## config.mk

```make
export PLATFORM = sky130hd
export DESIGN_NAME = div
export DESIGN_NICKNAME = d
export VERILOG_FILES = /design/src/rtl/div.sv
export SDC_FILE = /design/constraint.sdc
export NUM_CORES = 1
export LEC_CHECK = 0
export CAP_MARGIN = 5
export CORE_MARGIN = 3
export CORE_UTILIZATION = 40
export CTS_CLUSTER_DIAMETER = 40
export DETAILED_ROUTE_END_ITERATION = 12
export PLACE_DENSITY = 0.6
export REMOVE_ABC_BUFFERS = 1
export SYNTH_ARGS = -nofsm -noshare
export SYNTH_HDL_FRONTEND = slang
export SYNTH_SLANG_ARGS = --single-unit
```

## constraint.sdc

```tcl
create_clock -name clk -period 3.6 [get_ports clk]
set_input_delay 0.54 -clock clk [delete_from_list [all_inputs] [get_ports clk]]
set_output_delay 0.54 -clock clk [all_outputs]
set_load 0.02 [all_outputs]
```

## src/rtl/div.sv

```systemverilog
// Multi-cycle 32-bit restoring divider (DIV/DIVU) for the EX stage; result is {remainder, quotient}.
// Optional macro DIV_ANNUL_EN lets annul_i cancel an in-flight or presented division.
module div (
    input  logic        clk,
    input  logic        rst,
    input  logic        signed_div_i,
    input  logic [31:0] opdata1_i,
    input  logic [31:0] opdata2_i,
    input  logic        start_i,
    input  logic        annul_i,
    output logic [63:0] result_o,
    output logic        ready_o
);

    typedef enum logic [1:0] {
        FREE   = 2'b00,
        BYZERO = 2'b01,
        ON     = 2'b10,
        END    = 2'b11
    } state_t;

    state_t      state, state_nxt;
    logic [5:0]  cnt;
    logic [31:0] dividend;
    logic [31:0] divisor;
    logic [32:0] rem;
    logic [31:0] quo;
    logic        sign1;
    logic        sign2;
    logic        signed_q;

    logic        abort;
    logic [31:0] abs1;
    logic [31:0] abs2;
    logic [32:0] shifted;
    logic [32:0] diff;
    logic [31:0] quo_fix;
    logic [31:0] rem_fix;

`ifdef DIV_ANNUL_EN
    assign abort = annul_i;
`else
    assign abort = 1'b0;
`endif

    // 32'h8000_0000 negates to itself, which is its correct unsigned magnitude.
    assign abs1 = (signed_div_i && opdata1_i[31]) ? (~opdata1_i + 32'd1) : opdata1_i;
    assign abs2 = (signed_div_i && opdata2_i[31]) ? (~opdata2_i + 32'd1) : opdata2_i;

    assign shifted = {rem[31:0], dividend[31]};
    assign diff    = shifted - {1'b0, divisor};

    assign quo_fix = (signed_q && (sign1 ^ sign2)) ? (~quo + 32'd1) : quo;
    assign rem_fix = (signed_q && sign1) ? (~rem[31:0] + 32'd1) : rem[31:0];

    always_ff @(posedge clk or negedge rst) begin
        if (!rst) begin
            state <= FREE;
        end else begin
            state <= state_nxt;
        end
    end

    always_comb begin
        state_nxt = state;
        case (state)
            FREE: begin
                if (start_i && !annul_i) begin
                    state_nxt = (opdata2_i == '0) ? BYZERO : ON;
                end
            end
            BYZERO: begin
                state_nxt = abort ? FREE : END;
            end
            ON: begin
                if (!start_i || abort) begin
                    state_nxt = FREE;
                end else if (cnt == 6'd31) begin
                    state_nxt = END;
                end
            end
            END: begin
                if (!start_i || abort) begin
                    state_nxt = FREE;
                end
            end
            default: state_nxt = FREE;
        endcase
    end

    // ready_o/result_o are registered while in END, so they appear one edge after END entry.
    always_ff @(posedge clk or negedge rst) begin
        if (!rst) begin
            cnt      <= '0;
            dividend <= '0;
            divisor  <= '0;
            rem      <= '0;
            quo      <= '0;
            sign1    <= 1'b0;
            sign2    <= 1'b0;
            signed_q <= 1'b0;
            result_o <= '0;
            ready_o  <= 1'b0;
        end else begin
            case (state)
                FREE: begin
                    ready_o  <= 1'b0;
                    result_o <= '0;
                    if (state_nxt == ON) begin
                        dividend <= abs1;
                        divisor  <= abs2;
                        sign1    <= opdata1_i[31];
                        sign2    <= opdata2_i[31];
                        signed_q <= signed_div_i;
                        cnt      <= '0;
                        rem      <= '0;
                        quo      <= '0;
                    end
                end
                BYZERO: begin
                    rem      <= '0;
                    quo      <= '0;
                    signed_q <= 1'b0;
                end
                ON: begin
                    if (state_nxt != FREE) begin
                        dividend <= {dividend[30:0], 1'b0};
                        cnt      <= cnt + 6'd1;
                        if (!diff[32]) begin
                            rem <= diff;
                            quo <= {quo[30:0], 1'b1};
                        end else begin
                            rem <= shifted;
                            quo <= {quo[30:0], 1'b0};
                        end
                    end
                end
                END: begin
                    if (state_nxt == END) begin
                        ready_o  <= 1'b1;
                        result_o <= {rem_fix, quo_fix};
                    end else begin
                        ready_o  <= 1'b0;
                        result_o <= '0;
                    end
                end
                default: begin
                    ready_o  <= 1'b0;
                    result_o <= '0;
                end
            endcase
        end
    end

endmodule

```

After elaboration in Yosys (flattened, before gate mapping):

Index checks and enable logic that the tools add are counted.

* bits in registers: 204
* word-level logic and storage cells: 77
* input port bits: 69

* mux-type cells: 30
* bitwise operators: 5
* add/sub/neg operators: 6
* equal/unequal tests: 8
* reductions and logical operators: 17

Operators by type and width (count)
* 32-bit two-way mux: 11
* 32-bit case mux with 3 select lines: 2
* 32-bit by 1-bit adder with 32-bit output (second input constant): 4
* 32-bit NOT: 4
* 64-bit case mux with 2 select lines: 1
* 64-bit two-way mux: 1
* 32-bit case mux with 2 select lines: 1
* 33-bit by 32-bit subtractor with 33-bit output: 1
* 32-bit logical NOT: 1
* 6-bit two-way mux: 2
* 6-bit case mux with 2 select lines: 1
* 2-bit two-way mux: 5
* 2-bit == test (second input constant): 4
* 2-bit case mux with 4 select lines: 1
* 2-bit nonzero test: 4
* 6-bit by 1-bit adder with 6-bit output (second input constant): 1
* 6-bit by 5-bit == test with 1-bit output (second input constant): 1
* 3-bit AND reduction: 2
* 1-bit logical AND: 5
* 2-bit inequality test (second input constant): 2
* 1-bit case mux with 2 select lines: 2
* 2-bit AND reduction: 2
* 1-bit two-way mux: 3
* 3-bit nonzero test: 1
* 4 further kinds: 4

Logic depth before layout (Yosys ltp):

Gate-level depths: netlist (run 1).

* word-level depth: 7
* depth in mapped cells: 14
* mapped depth without buffers: 12

Worst setup path after synthesis (run 1):

OpenSTA, ideal clock, no wires.

* path type: register to register
* start: register rem[24]
* end: register rem[23]
* data required time: 3.517 ns
* library setup time: 0.083 ns
* arrival time: 2.807 ns
* path slack: 0.710 ns
* stages on the path, launching flop included: 12
* cells stage by stage: dfrtp_1 > ha_1 > a21oi_1 > o21bai_1 > a2111oi_0 > o21ai_0 > a211oi_1 > xnor2_1 > buf_2 > buf_2 > nand3_1 > o21ai_0

* word-level cells in the longest chain between the ends: 4

RTL lines
* start, declared: RTL line 26 `logic [32:0] rem;`
* start signal, assigned: RTL line 130 `rem <= diff;`
* start signal, assigned: RTL line 133 `rem <= shifted;`
* 33-bit by 32-bit subtractor with 33-bit output: RTL line 51 `assign diff = shifted - {1'b0, divisor};`
* 32-bit two-way mux: RTL line 129 `if (!diff[32]) begin`
* 32-bit two-way mux: RTL line 126 `if (state_nxt != FREE) begin`
* 32-bit case mux with 3 select lines: RTL line 105 `case (state)`

Every way passes these cells. The select of a mux whose other input is x is not followed.
A chain may end at the register's enable or synchronous reset.

Worst setup path after layout (run 1):

* start: register rem[24]
* end: register rem[15]

The elaborated chain is that of the path after synthesis.

==> impl_results.md, run 1 <==
* Setup TNS Final at 0 ns
* DIE WIDTH at approximately 180 um
* CTS-repair resized insts at 0
* Max capacitance violation total at 0
* Initial antenna violation count at 2
* Gr usage total at 19.6%
* Clock Path Buffers at 3
* Avg Inst Size Synth at 8.41 um^2
* Final-report setup violation count at 0
* Ports at 134
* Critical setup path kind: register to register
* DR pass1 iterations at 7
* Post-synth EDFFs at 0
* Final wirelength at 32.1 mm
* Via count at 10700
* # hold bufs at CTS at 0
* Fin crit period at 3.28 ns
* Htree depth at 2
* Worst min path class: input port to asynchronous set/reset pin
* RSZ-0062 raised after global routing: no
* Hold_ws at 0.157 ns
* CP cell instances: ha_1 -> a21oi_1 -> o21bai_1 -> a2111oi_0 -> o21ai_0 -> a211oi_1 -> xnor2_2 -> buf_12 -> o21ai_0 -> a211oi_1 -> a21o_1
* Yosys top cell by area: dfrtp_1
* Async set-reset flop share out of synthesis at 100%
* Count of cell types in the netlist at 66
* PwrDens at 805 mW/mm^2
* Syn Inst Count at 1489
* Setup Buffers After CTS at 0
* Ranking of synthesized cells by area: dfrtp_1 (41%), o21ai_0 (8.0%), nand2_1 (7.7%), xor2_1 (5.7%), a21oi_1 (5.0%)
* # nets final at 1729
* Slew HR at approximately a third
* Worst-Margin Slew at 0.980 ns
* Die footprint at around 0.033 mm^2
* Initial core utilization at around two fifths
* Core area at 0.0307 mm^2
* Total power at ~13 mW
* Initial DRC count at between 500 and 600
* TritonCTS clock tree: yes
* Overall die height at 183 um
* Clk sink count at 204
* Clock Root Buffer: clkbuf_16
* Largest net degree at the start of global routing at 103
* Final WS setup at ~0.32 ns
* Ys flop type: dfrtp_1
* Peak Freq at 305 MHz
* CP arrival at about 3.7 ns
* Core Util, Final at approximately half
* Status: complete, no violations
* Critical path capture point type: register
* Slowest stage delay, CP at 0.43 ns
* Most common cell after layout, fill and taps aside: nand2_1
* Global-route wire length before repair at 54.6 mm
* Worst-path maximum fanout at 38
* YS warnings at 0
* Row cnt at between 60 and 70
* Slew Limit Fails at 0
* Routability cong. at 0.875
* Most frequent cells in the layout: nand2_1 (257), dfrtp_1 (204), o21ai_0 (200), clkdlybuf4s50_1 (132), a21oi_1 (125)
* Grt ovf at 0
* Tcrit/Tclk final at between 90% and 100%
* DR DRC count at 0
* Clk pin slew, worst setup/hold paths at 0.05 ns
* Cts bufs inserted at 35
* Leakage at a little under 7 nW
* Final Skew at 0.0213 ns
* CP required at 4.02 ns
* Layout cells sized above 1 at 7.11%
* Area delta synth->final at 25.0%
* Synth top area share at 40.7%
* Wirelength per Cell at between 15 and 20 um
* Worst skew pair latency at about 0.50 ns
* Startpoint Class: register
* PortBufs at 133
* Final Hold Viols at 0
* Post-route ant nets at 0
* Worst IR drop on VDD at 0.383 mV
* Vias in the first global route at 10700
* Synth Register Bits at between 200 and 250
* Post-synthesis sequential area ratio at 40.7%
* Syn Std Cell Area at between 0.01 and 0.015 mm^2
* Dpl hpwl at 23.3 mm
* CP max-delay cell: a2111oi_0
* Vias/cell at between 5 and 6
* Place WS at 0.168 ns
[worst paths after layout]
check	from	end	slack, ns	cells after the start
worst max register to register	rem[24]	rem[15]	0.32	11
worst min-delay path	rst	result_o[42]	0.16	1
worst min register to register	result_o[63]	result_o[63]	0.48	2
max in group asynchronous	rst	quo[28]	2.62	2
min in group clk	result_o[63]	result_o[63]	0.48	2
worst max-delay path	rem[24]	rem[15]	0.32	11
[critical path, delay by kind of cell (launching register included)]
kind                       cells  cell delay [ns]
AOI/OAI and AO/OA              8             1.95
DFF                            1             0.40
adders and majority gates      1             0.37
buffers and inverters          1             0.27
xor gates and xnor gates       1             0.18
[flip-flops by register name, indices dropped and copies added, names as in the netlist]
register,cells
cnt,6
quo,32
dividend,32
signed_q,1
sign1,1
divisor,32
result_o,64
rem,32
ready_o,1
sign2,1
state,2
[cell usage after synthesis (17+ instances only)]
cell type	number
nand2_1	257
dfrtp_1	204
o21ai_0	200
a21oi_1	125
nor2_1	92
xor2_1	81
xnor2_1	64
inv_1	63
clkbuf_1	53
ha_1	41
o31ai_1	35
mux2i_1	31
nor3_1	23
nand3_1	20
buf_2	17
[where the power goes]
group,leakage [nW],switching [mW],internal [mW]
clock,0.605,1.15,2.24
combinational,3.56,3.72,2.32
sequential,2.69,0.386,2.81
total,6.86,5.25,7.37
[cell type report]
| type | count | area [um^2] |
|---|---|---|
| well taps | 396 | 495 |
| diodes | 2 | 5.00 |
| fillers | 2897 | 15100 |
| clock inverters | 14 | 171 |
| multi-input cells | 1145 | 6900 |
| clock buffers | 50 | 1040 |
| flip-flops and latches | 204 | 5100 |
| inverters | 63 | 236 |
| repair buffers | 169 | 1710 |
[per-stage QoR]
step | instances | instance area (um^2)
floorplan | 1412 | 12200
global placement | 1977 | 14400
detailed placement | 1977 | 14400
CTS | 2041 | 15700
global route | 2041 | 15700
finish | 2043 | 15700
[kinds of logic (layout without fill, tap and decap cells)]
kind of cell             Yosys count  count (layout)  share of synthesized area, %
AO/OA/AOI/OAI                    446             446                          20.5
XOR/XNOR                         145             145                          10.1
adder cells (fa/ha/maj)           42              42                          4.25
buffers and inverters            140             296                          4.48
flip-flops                       204             204                          40.7
multiplexers                      34              34                          2.75
other                              0               2                             0
AND/OR/NAND/NOR                  478             478                          17.1
[per-layer routing]
layer	vias up	share of wire, %	wire length (um)	track usage [%]
met5	-	0.081	26	0
met4	4	1.6	527	4.33
met3	44	4.8	1550	3.83
met2	204	48	15300	33.7
met1	4999	46	14800	25.7
li1	5463	-	-	-
Note: power is estimated with default switching activity, not from simulation.
==> run 2: changes to the inputs <==
Settings changed: CELL_PAD_IN_SITES_DETAIL_PLACEMENT set to 2, CELL_PAD_IN_SITES_GLOBAL_PLACEMENT set to 2, CORE_UTILIZATION 40 to 35, PLACE_DENSITY 0.6 to 0.81.
==> impl_results.md, run 2 (synthesized netlist as in run 1, its figures left out) <==
* Status: complete, no violations
* Max capacitance violation total at 0 (unchanged)
* Critical path capture point type: register
* Finished Layout Cells at 2115 (+3.5%)
* Initial antenna violation count at 0 (-2)
* Htree depth at 2 (unchanged)
* Top reg by flops: result_o
* Final-report setup violation count at 0 (unchanged)
* Post-route ant nets at 0 (unchanged)
* Die footprint at 0.0381 mm^2 (+14%)
* Core Util, Final at 45.7% (-5.2 points)
* Vias/cell at 5.43 (+3.5%)
* Fillcell total at 3830 (+32%)
* Tcrit/Tclk final at 94.4% (+3.2 points)
* Placed cells at 2044 (+3.4%)
* Pint at 7.63 mW (+3.6%)
* Most frequent cells in the layout: nand2_1 (257), dfrtp_1 (204), o21ai_0 (200), clkdlybuf4s50_1 (132), a21oi_1 (124)
* Critical setup path kind: register to register
* Worst-path maximum fanout at 38 (unchanged)
* Number of flip-flops in the largest register at 64 (unchanged)
* Initial DRC count at 501 (-16%)
* Overall die height at 195 um (+6.7%)
* PortBufs at 133 (unchanged)
* Clock Root Buffer: clkbuf_16
* Via count at 11500 (+7.2%)
* Worst-Margin Slew at 0.789 ns (-0.191 ns)
* Fin crit period at 3.40 ns (+0.116 ns)
* Initial core utilization at 35.9% (-4.8 points)
* Psw at 5.88 mW (+12%)
* Total power at 13.5 mW (+7.1%)
* Worst IR drop on VDD at 0.357 mV (-6.7%)
* Global-route wire length before repair at 70.2 mm (+29%)
* Routability cong. at 0.874 (-0.11%)
* Gr usage total at 22.2% (+2.6 points)
* Ports at 134 (unchanged)
* RSZ-0062 raised after global routing: no
* CP required at 4.03 ns (about the same)
* Final Hold Viols at 0 (unchanged)
* Worst min path class: input port to asynchronous set/reset pin
* Final Skew at 0.0308 ns (+0.00960 ns)
* DIE WIDTH at 195 um (+6.7%)
* Comb power frac at 48.0% (+0.2 points)
* Layout cells sized above 1 at 8.37% (+1.3 points)
* CP arrival at 3.83 ns (+0.12 ns)
* Wirelength per Cell at 20.1 um (+28%)
* Sw frac at 43.5% (+1.9 points)
* Peak Freq at 294 MHz (-3.4%)
* Setup Buffers After CTS at 0 (unchanged)
* Startpoint Class: register
* Sequential Power Share at 24.1% (-1.2 points)
* Vias in the first global route at 12900 (+21%)
* Clk pin slew, worst setup/hold paths at 0.05 ns (about the same)
* # nets final at 1741 (+0.69%)
* Worst skew pair latency at 0.54 ns (+0.04 ns)
* Dpl hpwl at 30.2 mm (+29%)
* Clk sink count at 204 (unchanged)
* Slew HR at 47.4% (+13 points)
* DR DRC count at 0 (unchanged)
* Slew Limit Fails at 0 (unchanged)
* # diodes at 0 (-2)
* Clock Path Buffers at 3 (unchanged)
* Row cnt at 68 (+6.3%)
* TritonCTS clock tree: yes
* DR pass1 iterations at 4 (-3)
* Final wirelength at 42.5 mm (+32%)
* Largest net degree at the start of global routing at 91 (-12%)
* Cts bufs inserted at 39 (+11%)
* Core area at 0.0349 mm^2 (+13%)
* FF-to-FF setup slack at 0.20 ns (-0.12 ns)
* PwrDens at 847 mW/mm^2 (+5.1%)
* Leakage at 6.96 nW (+1.5%)
* Clock power frac at 27.9% (+1.1 points)
* Grt ovf at 0 (unchanged)
* Area delta synth->final at 27.3%
* Most common cell after layout, fill and taps aside: nand2_1
-- run 2: cell types whose count changed in the layout (fill, tap and decap cells not counted), sizes merged, moves of 2 or more --
cell      change
buf           +8
diode         -2
clkinv        +5
clkbuf        -3
clkinvlp      +5
-- run 2: what timing repair did --
| item | 4_1_cts | 5_1_grt |
|---|---|---|
| gates resized for setup | 0 | 3 |
| hold buffers | 0 | 0 |
| endpoints found under the setup margin | 0 | 27 |
-- run 2: routing by layer --
| metal | routed length [um] | part of all wire [%] | GRT usage (%) | vias to the layer above |
|---|---|---|---|---|
| met4 | 785 | 1.8 | 5.10 | 0 |
| met2 | 21400 | 50 | 40.0 | 190 |
| li1 | - | - | - | 5459 |
| met1 | 18800 | 44 | 27.8 | 5780 |
| met3 | 1540 | 3.6 | 3.61 | 56 |
| met5 | 0 | 0 | 0 | - |
-- run 2: final cells by class --
type | count | area [um^2] | area share [%]
tap | 455 | 569 | 3.57
multi-input combinational | 1145 | 6920 | 43.4
clock buffer | 47 | 1090 | 6.81
sequential | 204 | 5100 | 32.0
inverter | 63 | 236 | 1.48
timing repair buffer | 177 | 1770 | 11.1
clock inverter | 24 | 273 | 1.71
-- run 2: final timing paths --
path,startpoint,to,depth (start not counted)
setup reg to reg,rem[24],rem[0],11
hold reg to reg,divisor[31],divisor[31],2
setup / recovery,rem[24],rem[0],11
hold / removal,rst,result_o[36],1
min in group clk,divisor[31],divisor[31],2
max in group asynchronous,rst,divisor[26],2
-- run 2: power by group through the flow --
| stage | Clock (mW) | Sequential [mW] | Combinational (mW) |
|---|---|---|---|
| 2_1_floorplan | 0 | 3.19 | 4.73 |
| 3_3_place_gp | 0 | 3.23 | 6.02 |
| 3_5_place_dp | 0 | 3.26 | 6.37 |
| 4_1_cts | 3.83 | 3.25 | 6.53 |
| 5_1_grt | 3.96 | 3.32 | 7.24 |
| 6_report | 3.77 | 3.26 | 6.49 |
-- run 2: worst max-delay path, stage by stage (launching register included) --
cell,delay [ns]
dfrtp_1,0.43
ha_1,0.41
a21oi_2,0.24
o21bai_1,0.13
a2111oi_0,0.45
o21ai_0,0.23
a211oi_2,0.37
xnor2_2,0.18
buf_12,0.27
mux2i_1,0.27
nand3_1,0.11
o21ai_0,0.15
-- run 2: metrics by stage --
stage	instance area, um^2	hold slack [ns]	setup WS (ns)	setup TNS [ns]
2_1_floorplan	12200	0.244	-1.13	-104.59
3_3_place_gp	14600	0.461	0.219	0
3_5_place_dp	14600	0.474	0.0961	0
4_1_cts	15900	0.107	0.0288	0
5_1_grt	16000	0.128	0.0666	0
6_report	16000	0.0807	0.203	0
